[src/rtl/rca_seq_ctrl_pkg.sv]
// rtl/rca_seq_ctrl_pkg.sv - shared types and constants for the byte-serial adder controller
package rca_seq_pkg;

  typedef enum logic [1:0] {
    IDLE = 2'd0,
    RUN  = 2'd1,
    DONE = 2'd2
  } state_t;

  localparam int BYTE_W = 8;

  function automatic int idx_w(input int nbytes);
    return (nbytes <= 1) ? 1 : $clog2(nbytes);
  endfunction

endpackage

[src/rtl/rca_seq_ctrl_if.sv]
// rtl/rca_seq_ctrl_if.sv - operand/result handshake bundle for rca_seq_ctrl
interface rca_seq_ctrl_if
  import rca_seq_pkg::*;
#(
  parameter int NBYTES = 4
);
  localparam int WIDTH = BYTE_W * NBYTES;

  logic             in_valid;
  logic             in_ready;
  logic [WIDTH-1:0] a;
  logic [WIDTH-1:0] b;
  logic             cin;
  logic             out_valid;
  logic             out_ready;
  logic [WIDTH-1:0] sum;
  logic             cout;
  logic             ovf;
  logic             busy;

  modport master (
    output in_valid, a, b, cin, out_ready,
    input  in_ready, out_valid, sum, cout, ovf, busy
  );

  modport slave (
    input  in_valid, a, b, cin, out_ready,
    output in_ready, out_valid, sum, cout, ovf, busy
  );
endinterface

[src/rtl/rca_seq_ctrl_byte_adder_slice.sv]
// rtl/rca_seq_ctrl_byte_adder_slice.sv - 8-bit adder slice with carry-in and carry-out
module byte_adder_slice
  import rca_seq_pkg::*;
(
  input  logic [BYTE_W-1:0] a,
  input  logic [BYTE_W-1:0] b,
  input  logic              ci,
  output logic [BYTE_W-1:0] s,
  output logic              co
);
  assign {co, s} = {1'b0, a} + {1'b0, b} + {{BYTE_W{1'b0}}, ci};
endmodule

[src/rtl/rca_seq_ctrl.sv]
// rtl/rca_seq_ctrl.sv - wide addition by reusing one byte slice over NBYTES cycles, LSB first
module rca_seq_ctrl
  import rca_seq_pkg::*;
#(
  parameter int NBYTES = 4
) (
  input logic          clk,
  input logic          rst,
  rca_seq_ctrl_if.slave bus
);
  localparam int WIDTH = BYTE_W * NBYTES;
  localparam int IW    = idx_w(NBYTES);
  localparam logic [IW-1:0] LAST_IDX = IW'(NBYTES - 1);

  state_t            state, state_nxt;
  logic [WIDTH-1:0]  a_reg, b_reg, sum_reg;
  logic              carry, cout_reg, ovf_reg;
  logic [IW-1:0]     idx;
  logic [BYTE_W-1:0] slice_a, slice_b, slice_s;
  logic              slice_co;
  logic              accept, last;

  assign accept = (state == IDLE) && bus.in_valid;
  assign last   = (idx == LAST_IDX);

  assign slice_a = a_reg[idx*BYTE_W +: BYTE_W];
  assign slice_b = b_reg[idx*BYTE_W +: BYTE_W];

  byte_adder_slice u_slice (
    .a  (slice_a),
    .b  (slice_b),
    .ci (carry),
    .s  (slice_s),
    .co (slice_co)
  );

  always_ff @(posedge clk) begin
    if (rst) state <= IDLE;
    else     state <= state_nxt;
  end

  always_comb begin
    state_nxt = state;
    case (state)
      IDLE:    if (accept)        state_nxt = RUN;
      RUN:     if (last)          state_nxt = DONE;
      DONE:    if (bus.out_ready) state_nxt = IDLE;
      default:                    state_nxt = IDLE;
    endcase
  end

  // The carry register threads the ripple between consecutive byte slices.
  always_ff @(posedge clk) begin
    if (rst) begin
      a_reg    <= '0;
      b_reg    <= '0;
      sum_reg  <= '0;
      carry    <= 1'b0;
      cout_reg <= 1'b0;
      ovf_reg  <= 1'b0;
      idx      <= '0;
    end else begin
      case (state)
        IDLE: begin
          if (accept) begin
            a_reg <= bus.a;
            b_reg <= bus.b;
            carry <= bus.cin;
            idx   <= '0;
          end
        end
        RUN: begin
          sum_reg[idx*BYTE_W +: BYTE_W] <= slice_s;
          carry <= slice_co;
          if (last) begin
            cout_reg <= slice_co;
            // a^b^s at the MSB recovers the carry into bit WIDTH-1.
            ovf_reg  <= a_reg[WIDTH-1] ^ b_reg[WIDTH-1] ^ slice_s[BYTE_W-1] ^ slice_co;
          end else begin
            idx <= idx + IW'(1);
          end
        end
        default: ;
      endcase
    end
  end

  assign bus.in_ready  = (state == IDLE);
  assign bus.out_valid = (state == DONE);
  assign bus.busy      = (state != IDLE);
  assign bus.sum       = sum_reg;
  assign bus.cout      = cout_reg;
  assign bus.ovf       = ovf_reg;
endmodule

[src/flat_wrapper.sv]
// flat-port wrapper written by rule: the top's interface ports become plain ports
module rca_seq_ctrl_flat import rca_seq_pkg::*;
#(
  parameter int NBYTES = 4
)
  (clk, rst, bus_in_valid, bus_a, bus_b, bus_cin, bus_out_ready, bus_in_ready, bus_out_valid, bus_sum, bus_cout, bus_ovf, bus_busy);
  rca_seq_ctrl_if #(.NBYTES(NBYTES)) bus_i ();
  input logic clk;
  input logic rst;
  input wire logic [$bits(bus_i.in_valid)-1:0] bus_in_valid;
  input wire logic [$bits(bus_i.a)-1:0] bus_a;
  input wire logic [$bits(bus_i.b)-1:0] bus_b;
  input wire logic [$bits(bus_i.cin)-1:0] bus_cin;
  input wire logic [$bits(bus_i.out_ready)-1:0] bus_out_ready;
  output wire logic [$bits(bus_i.in_ready)-1:0] bus_in_ready;
  output wire logic [$bits(bus_i.out_valid)-1:0] bus_out_valid;
  output wire logic [$bits(bus_i.sum)-1:0] bus_sum;
  output wire logic [$bits(bus_i.cout)-1:0] bus_cout;
  output wire logic [$bits(bus_i.ovf)-1:0] bus_ovf;
  output wire logic [$bits(bus_i.busy)-1:0] bus_busy;
  assign bus_i.in_valid = bus_in_valid;
  assign bus_i.a = bus_a;
  assign bus_i.b = bus_b;
  assign bus_i.cin = bus_cin;
  assign bus_i.out_ready = bus_out_ready;
  assign bus_in_ready = bus_i.in_ready;
  assign bus_out_valid = bus_i.out_valid;
  assign bus_sum = bus_i.sum;
  assign bus_cout = bus_i.cout;
  assign bus_ovf = bus_i.ovf;
  assign bus_busy = bus_i.busy;
  rca_seq_ctrl #(.NBYTES(NBYTES)) u_core (.clk(clk), .rst(rst), .bus(bus_i));
endmodule
[config.mk]
export PLATFORM = sky130hd
export DESIGN_NAME = rca_seq_ctrl_flat
export DESIGN_NICKNAME = d
export VERILOG_FILES = /design/src/rtl/rca_seq_ctrl_pkg.sv /design/src/rtl/rca_seq_ctrl_if.sv /design/src/rtl/rca_seq_ctrl_byte_adder_slice.sv /design/src/rtl/rca_seq_ctrl.sv /design/src/flat_wrapper.sv
export SDC_FILE = /design/constraint.sdc
export NUM_CORES = 1
export LEC_CHECK = 0
export ABC_AREA = 0
export ABC_CLOCK_PERIOD_IN_PS = 2900
export BUFFER_PORTS_ARGS = -buffer_cell sky130_fd_sc_hd__buf_2
export CORE_ASPECT_RATIO = 0.75
export CORE_MARGIN = 2
export CORE_UTILIZATION = 50
export CTS_BUF_LIST = sky130_fd_sc_hd__clkbuf_2
export DETAILED_ROUTE_END_ITERATION = 8
export PLACE_DENSITY = 0.78
export SYNTH_ARGS = -nofsm -noshare
export SYNTH_HDL_FRONTEND = slang
export SYNTH_SLANG_ARGS = --single-unit
[constraint.sdc]
create_clock -name clk -period 2.9 [get_ports clk]
set_input_delay 0.58 -clock clk [delete_from_list [all_inputs] [get_ports clk]]
set_output_delay 0.58 -clock clk [all_outputs]
set_load 0.02 [all_outputs]
**Word-level counts from Yosys, hierarchy flattened**

Cells that the tools add are included.

- Muxes and demuxes: 10
- Reductions and logical operators: 9
- $add $sub $neg: 4
- Eq/ne operators: 7
- Bitwise gates (word level): 3
- Shift operators: 4

Operators with widths:

| kind | count |
|---|---|
| 32-bit by 6-bit variable part select with 8-bit output | 2 |
| 5-bit negation with 34-bit output | 1 |
| 8-bit by 34-bit variable shift with 32-bit output, first input constant | 1 |
| 8-bit by 34-bit variable part select with 32-bit output | 1 |
| 32-bit bitwise mux | 1 |
| 2-bit two-way mux | 5 |
| 8-bit by 8-bit adder with 9-bit output | 1 |
| 9-bit by 1-bit adder with 9-bit output | 1 |
| 2-bit case mux with 3 select lines | 1 |
| 2-bit AND reduction | 3 |
| 3-bit AND reduction | 2 |
| 2-bit == test, second input constant | 2 |
| 2-bit by 1-bit inequality test with 1-bit output, second input constant | 2 |
| 2-bit inequality test, second input constant | 2 |
| 2-bit case mux with 2 select lines | 1 |
| 2-bit nonzero test | 2 |
| 1-bit XOR | 3 |
| 2-bit by 1-bit adder with 2-bit output, second input constant | 1 |
| 2-bit by 1-bit == test with 1-bit output, second input constant | 1 |
| 2-bit zero test | 1 |
| 1-bit case mux with 2 select lines | 1 |
| 1-bit logical AND | 1 |
| 1-bit two-way mux | 1 |

- Word-level logic and storage cells: 45
- Bits in registers: 103
- Input bits: 69
- Output and inout bits: 37

**Logic depth before layout (Yosys ltp)**

- Depth in word-level cells: 5
- Gate-level depth with buffers: 10
- Depth with buffers taken out: 8

**Cells and area by module**

From an unflattened synthesis, not the netlist that was laid out.

- Cells, all modules: 494
- Area, all modules: 4465.5 um^2

By module, submodules not included:

| module | sequential area each (um^2) | area each (um^2) | instances | cells an instance |
|---|---|---|---|---|
| rca_seq_ctrl | 2062.0 | 4134.0 | 1 | 452 |
| byte_adder_slice | 0.0 | 331.6 | 1 | 42 |

**Least setup slack after synthesis**

No wires, ideal clock.

- Kind: register to register
- Start point: register u_core.idx[1]
- End point: register u_core.sum_reg[14] (netlist: u_core.bus.sum[14])
- Cell stages (with the launch flop): 11
- Setup slack: -176 ps
- Path buffers: 2
- Data arrival time: 3011 ps
- Clock period less this slack: 3076 ps
- Library setup time: 66 ps
- Data required time: 2834 ps
- Cells stage by stage: dfxtp_1 buf_2 clkbuf_1 mux4_2 fa_1 fa_1 nand3_1 a21oi_1 o311ai_1 a22oi_1 nor2_1

- Cells in the longest elaborated chain, start to end: 5
- Elaborated cells on any way between the ends: 8
- Those cells by class: add/sub (3); shift (4); mux (1)

Ends and longest elaborated chain:

| item | RTL line | source |
|---|---|---|
| start, declared | rca_seq_ctrl.sv:18 | `logic [IW-1:0] idx;` |
| start signal, assigned | rca_seq_ctrl.sv:80 | `idx <= idx + IW'(1);` |
| 32-bit by 6-bit variable part select with 8-bit output (on tied branches) | rca_seq_ctrl.sv:26, rca_seq_ctrl.sv:27 |  |
| 8-bit by 8-bit adder with 9-bit output | rca_seq_ctrl_byte_adder_slice.sv:11 | `assign {co, s} = {1'b0, a} + {1'b0, b} + {{BYTE_W{1'b0}}, ci};` |
| 9-bit by 1-bit adder with 9-bit output | rca_seq_ctrl_byte_adder_slice.sv:11 |  |
| 8-bit by 34-bit variable part select with 32-bit output | rca_seq_ctrl.sv:73 | `sum_reg[idx*BYTE_W +: BYTE_W] <= slice_s;` |
| 32-bit bitwise mux * | rca_seq_ctrl.sv:73 |  |
| end signal, assigned by index | rca_seq_ctrl.sv:73 |  |
| end, declared | rca_seq_ctrl.sv:16 | `logic [WIDTH-1:0] a_reg, b_reg, sum_reg;` |

Mark *: on every way between the ends. The rest lies on a longest branch, timed or not.
A chain may end at the register's enable or synchronous reset.

**Worst setup path after layout**

Same ends and word-level chain as after synthesis.

==> summary.txt <==
Synthesis
  • Ys flop type: dfxtp_1
  • Yosys reg bits: 103
  • Top post-synthesis cells by area: dfxtp_1 (45%), nand2_1 (11%), a21oi_1 (8.1%)
  • Synth Instances: 513
  • Synth area leader: dfxtp_1
  • FFs w/ async S/R, synth: 0%
  • Yosys top cell area share: 45.0%
  • Register area share after synthesis: 45.0%
  • Yosys Warn Count: 0
  • Syn_area_per_cell: 8.94 um^2
  • Cell variety after synth: 47
  • Mapped Area: 0.00458 mm^2
  • Post-synth EDFFs: 0
  • Syn Nets: 597

Clock network
  • Maximum clock insertion buffer count: 2
  • CTS tree: built
  • Root Buffer: clkbuf_2
  • CTS Buf Count: 9
  • Clk sinks: 103
  • Clk slew on worst S/H paths: 0.30 ns
  • H-tree depth: 3
  • Clk_lat worst skew: 0.57 ns

Pwr
  • LEAKAGE: 2.27 nW
  • Maximum vdd drop: 0.194 mV
  • Power, Total: 2.63 mW
  • Power per cell area: 488 mW/mm^2

Setup path
  • Worst path max stage delay: 0.51 ns
  • Reg2reg start: u_core.idx[1]$_SDFFE_PP0P_
  • Crit-path cells: mux4_2 > fa_1 > fa_1 > nand3_1 > a2111o_1 > o311ai_2 > buf_4 > a22oi_1 > nor2_1
  • R2r endpoint: u_core.bus.sum[14]$_SDFFE_PP0P_
  • R2R Setup Slk: 0.11 ns
  • Critical Path Stages: 9
  • Worst setup path start: u_core.idx[1]$_SDFFE_PP0P_
  • Delay-heaviest family, CP: adder cells
  • Startpoint Class: flop
  • Register-to-Register Path Depth: 9
  • Critical setup path kind: reg2reg
  • Critical path buffers and inverters: 1
  • WP data arrival: 3.25 ns
  • CP endpoint kind: flop
  • Cell mode on critical path: fa_1
  • Slowest CP cell: mux4_2
  • CP required: 3.36 ns
  • CP Max Fanout: 4
  • End point of the critical path: u_core.bus.sum[14]$_SDFFE_PP0P_

Die
  • # rows: 30
  • # IOs: 106
  • Die W: 115 um
  • Core Footprint: 0.00897 mm^2
  • Die H: 86.9 um
  • Initial Util: 51.1%
  • Die area: 0.00996 mm^2

Cells and area
  • NumNets Final: 695
  • Fraction of layout cells with a size suffix above 1: 27.6%
  • N_diodes: 0
  • Filler instances: 811
  • End-of-flow core utilization: 59.9%
  • Sequential Area: 0.00207 mm^2
  • Layout area overhead: 17.2%
  • Area of the multi-input gates: 0.00235 mm^2

Worst hold path
  • Hold Crit Class: in2reg
  • Min-delay src: bus_b[10]
  • Hold path depth: 3

STA
  • Setup violations, final: 0
  • Relative slew slack: 56.1%
  • Max Clk Rate: 358 MHz
  • Final hold vios: 0
  • RSZ-0062 raised after global routing: no
  • Slew at the pin with the worst max-slew slack: 0.656 ns
  • Clock skew: 0.0395 ns
  • Slew Viols, Final: 0
  • Final setup TNS: 0 ns
  • Crit share post-route: 96.4%
  • Period minus WS final: 2.79 ns

Global routing
  • Gr ovfl total: 0
  • Vias in the first global route: 3,665
  • First-pass GRT wire length: 17.7 mm
  • GRT Overall Usage: 22.6%
  • Largest net degree at the start of global routing: 60
  • Initial antenna violation count: 0

Place
  • IO buf count: 105
  • DP HPWL: 8.18 mm
  • Gpl congestion: 0.860

Route
  • Final WL: 10.8 mm
  • Via count: 3,955
  • Post-DR vias/cell: 5.43
  • DR pass1 iterations: 5
  • # DRC: 0
  • 1st-iter DRT viols: 266
  • Wire per inst: 14.9 um
  • Antenna Nets Post-Route: 0

Job
  • Max Cap Viol: 0

Run status
  • Status: completed
[per-layer routing]
metal  global-route usage, %  wire, um
met3                    4.94       640
met1                    30.7      5000
met5                       0         0
met2                    37.0      5050
met4                    5.76       136
[worst min-delay path by stage]
stage / endpoint / slack, ns
after global routing: u_core.b_reg[2]$_SDFFE_PP0P_ / 0.12
final: u_core.b_reg[10]$_SDFFE_PP0P_ / 0.19
after floorplan: u_core.a_reg[16]$_SDFFE_PP0P_ / 0.43
after detailed placement: u_core.a_reg[25]$_SDFFE_PP0P_ / 0.45
after CTS: u_core.a_reg[13]$_SDFFE_PP0P_ / 0.16
after global placement: u_core.a_reg[4]$_SDFFE_PP0P_ / 0.44
[final cells by class]
type | instances | share of cell area (%)
clock buffer | 9 | 0.838
clock inverter | 7 | 1.00
inverter | 12 | 0.838
multi-input combinational | 365 | 43.7
sequential | 103 | 38.5
tap | 112 | 2.61
timing repair buffer | 120 | 12.6
[logic make-up after synthesis]
group | share of synthesized area (%)
and+or+nand+nor | 20.3
AOI/OAI and AO/OA | 16.7
DFF | 45.0
buffers and inverters | 4.34
muxes | 8.30
adders and majority gates | 4.42
xor gates and xnor gates | 0.955
[repair_timing]
item                                    CTS  global route
endpoints found under the setup margin    3            13
pin swaps                                 1             1
endpoints found under the hold margin     0             0
hold buffers                              0             0
gates resized for setup                   2             5
buffers inserted                          0             1
[cells in the final DEF, fill, tap and decap left out, types with 2 or more instances in the layout]
master,Yosys,final
a211oi_1,3,2
a211oi_2,1,2
a21o_1,3,3
a21oi_1,74,73
a22oi_1,28,28
a311oi_1,2,2
and3_1,2,2
buf_12,0,3
buf_2,9,105
buf_4,1,12
clkbuf_2,0,9
clkinvlp_4,0,2
dfxtp_1,103,101
fa_1,2,2
ha_1,13,11
ha_2,0,2
inv_1,12,12
inv_6,0,4
mux2i_1,2,2
mux4_2,16,16
nand2_1,136,135
nand2_2,1,2
nand2b_1,4,4
nand3_1,2,2
nand3b_1,5,5
nor2_1,35,35
nor2b_1,2,2
nor4b_4,3,3
o21ai_1,5,5
or3_1,2,2
xnor2_1,3,3
xor2_1,2,2
[through the flow]
step / setup WS [ns] / std cells / cell area [um^2] / hold slack [ns]
floorplan: 0.0271 / 513 / 4600 / 0.433
global placement: 0.115 / 711 / 5250 / 0.441
detailed placement: 0.0336 / 711 / 5250 / 0.446
CTS: 0.0528 / 727 / 5350 / 0.161
global route: 0.00150 / 728 / 5380 / 0.123
finish: 0.105 / 728 / 5380 / 0.193
[cell usage after synthesis (4+ instances only)]
master	number
ha_1	13
a22oi_1	28
buf_2	9
nand2b_1	4
nor2_1	35
nand3b_1	5
o21ai_1	5
clkbuf_1	20
mux4_2	16
inv_1	12
nand2_1	136
dfxtp_1	103
a21oi_1	74
[tightest hold or removal path, stage by stage]
cell	delay, ns
buf_2	0.09
nand2_1	0.04
a21oi_1	0.05
[power by group]
| part | switching (mW) | total [mW] | internal [mW] |
|---|---|---|---|
| Clock | 0.490 | 0.613 | 0.123 |
| Combinational | 0.285 | 0.492 | 0.207 |
| Sequential | 0.0357 | 1.52 | 1.48 |
No activity file was read; power rests on OpenSTA's default activity.
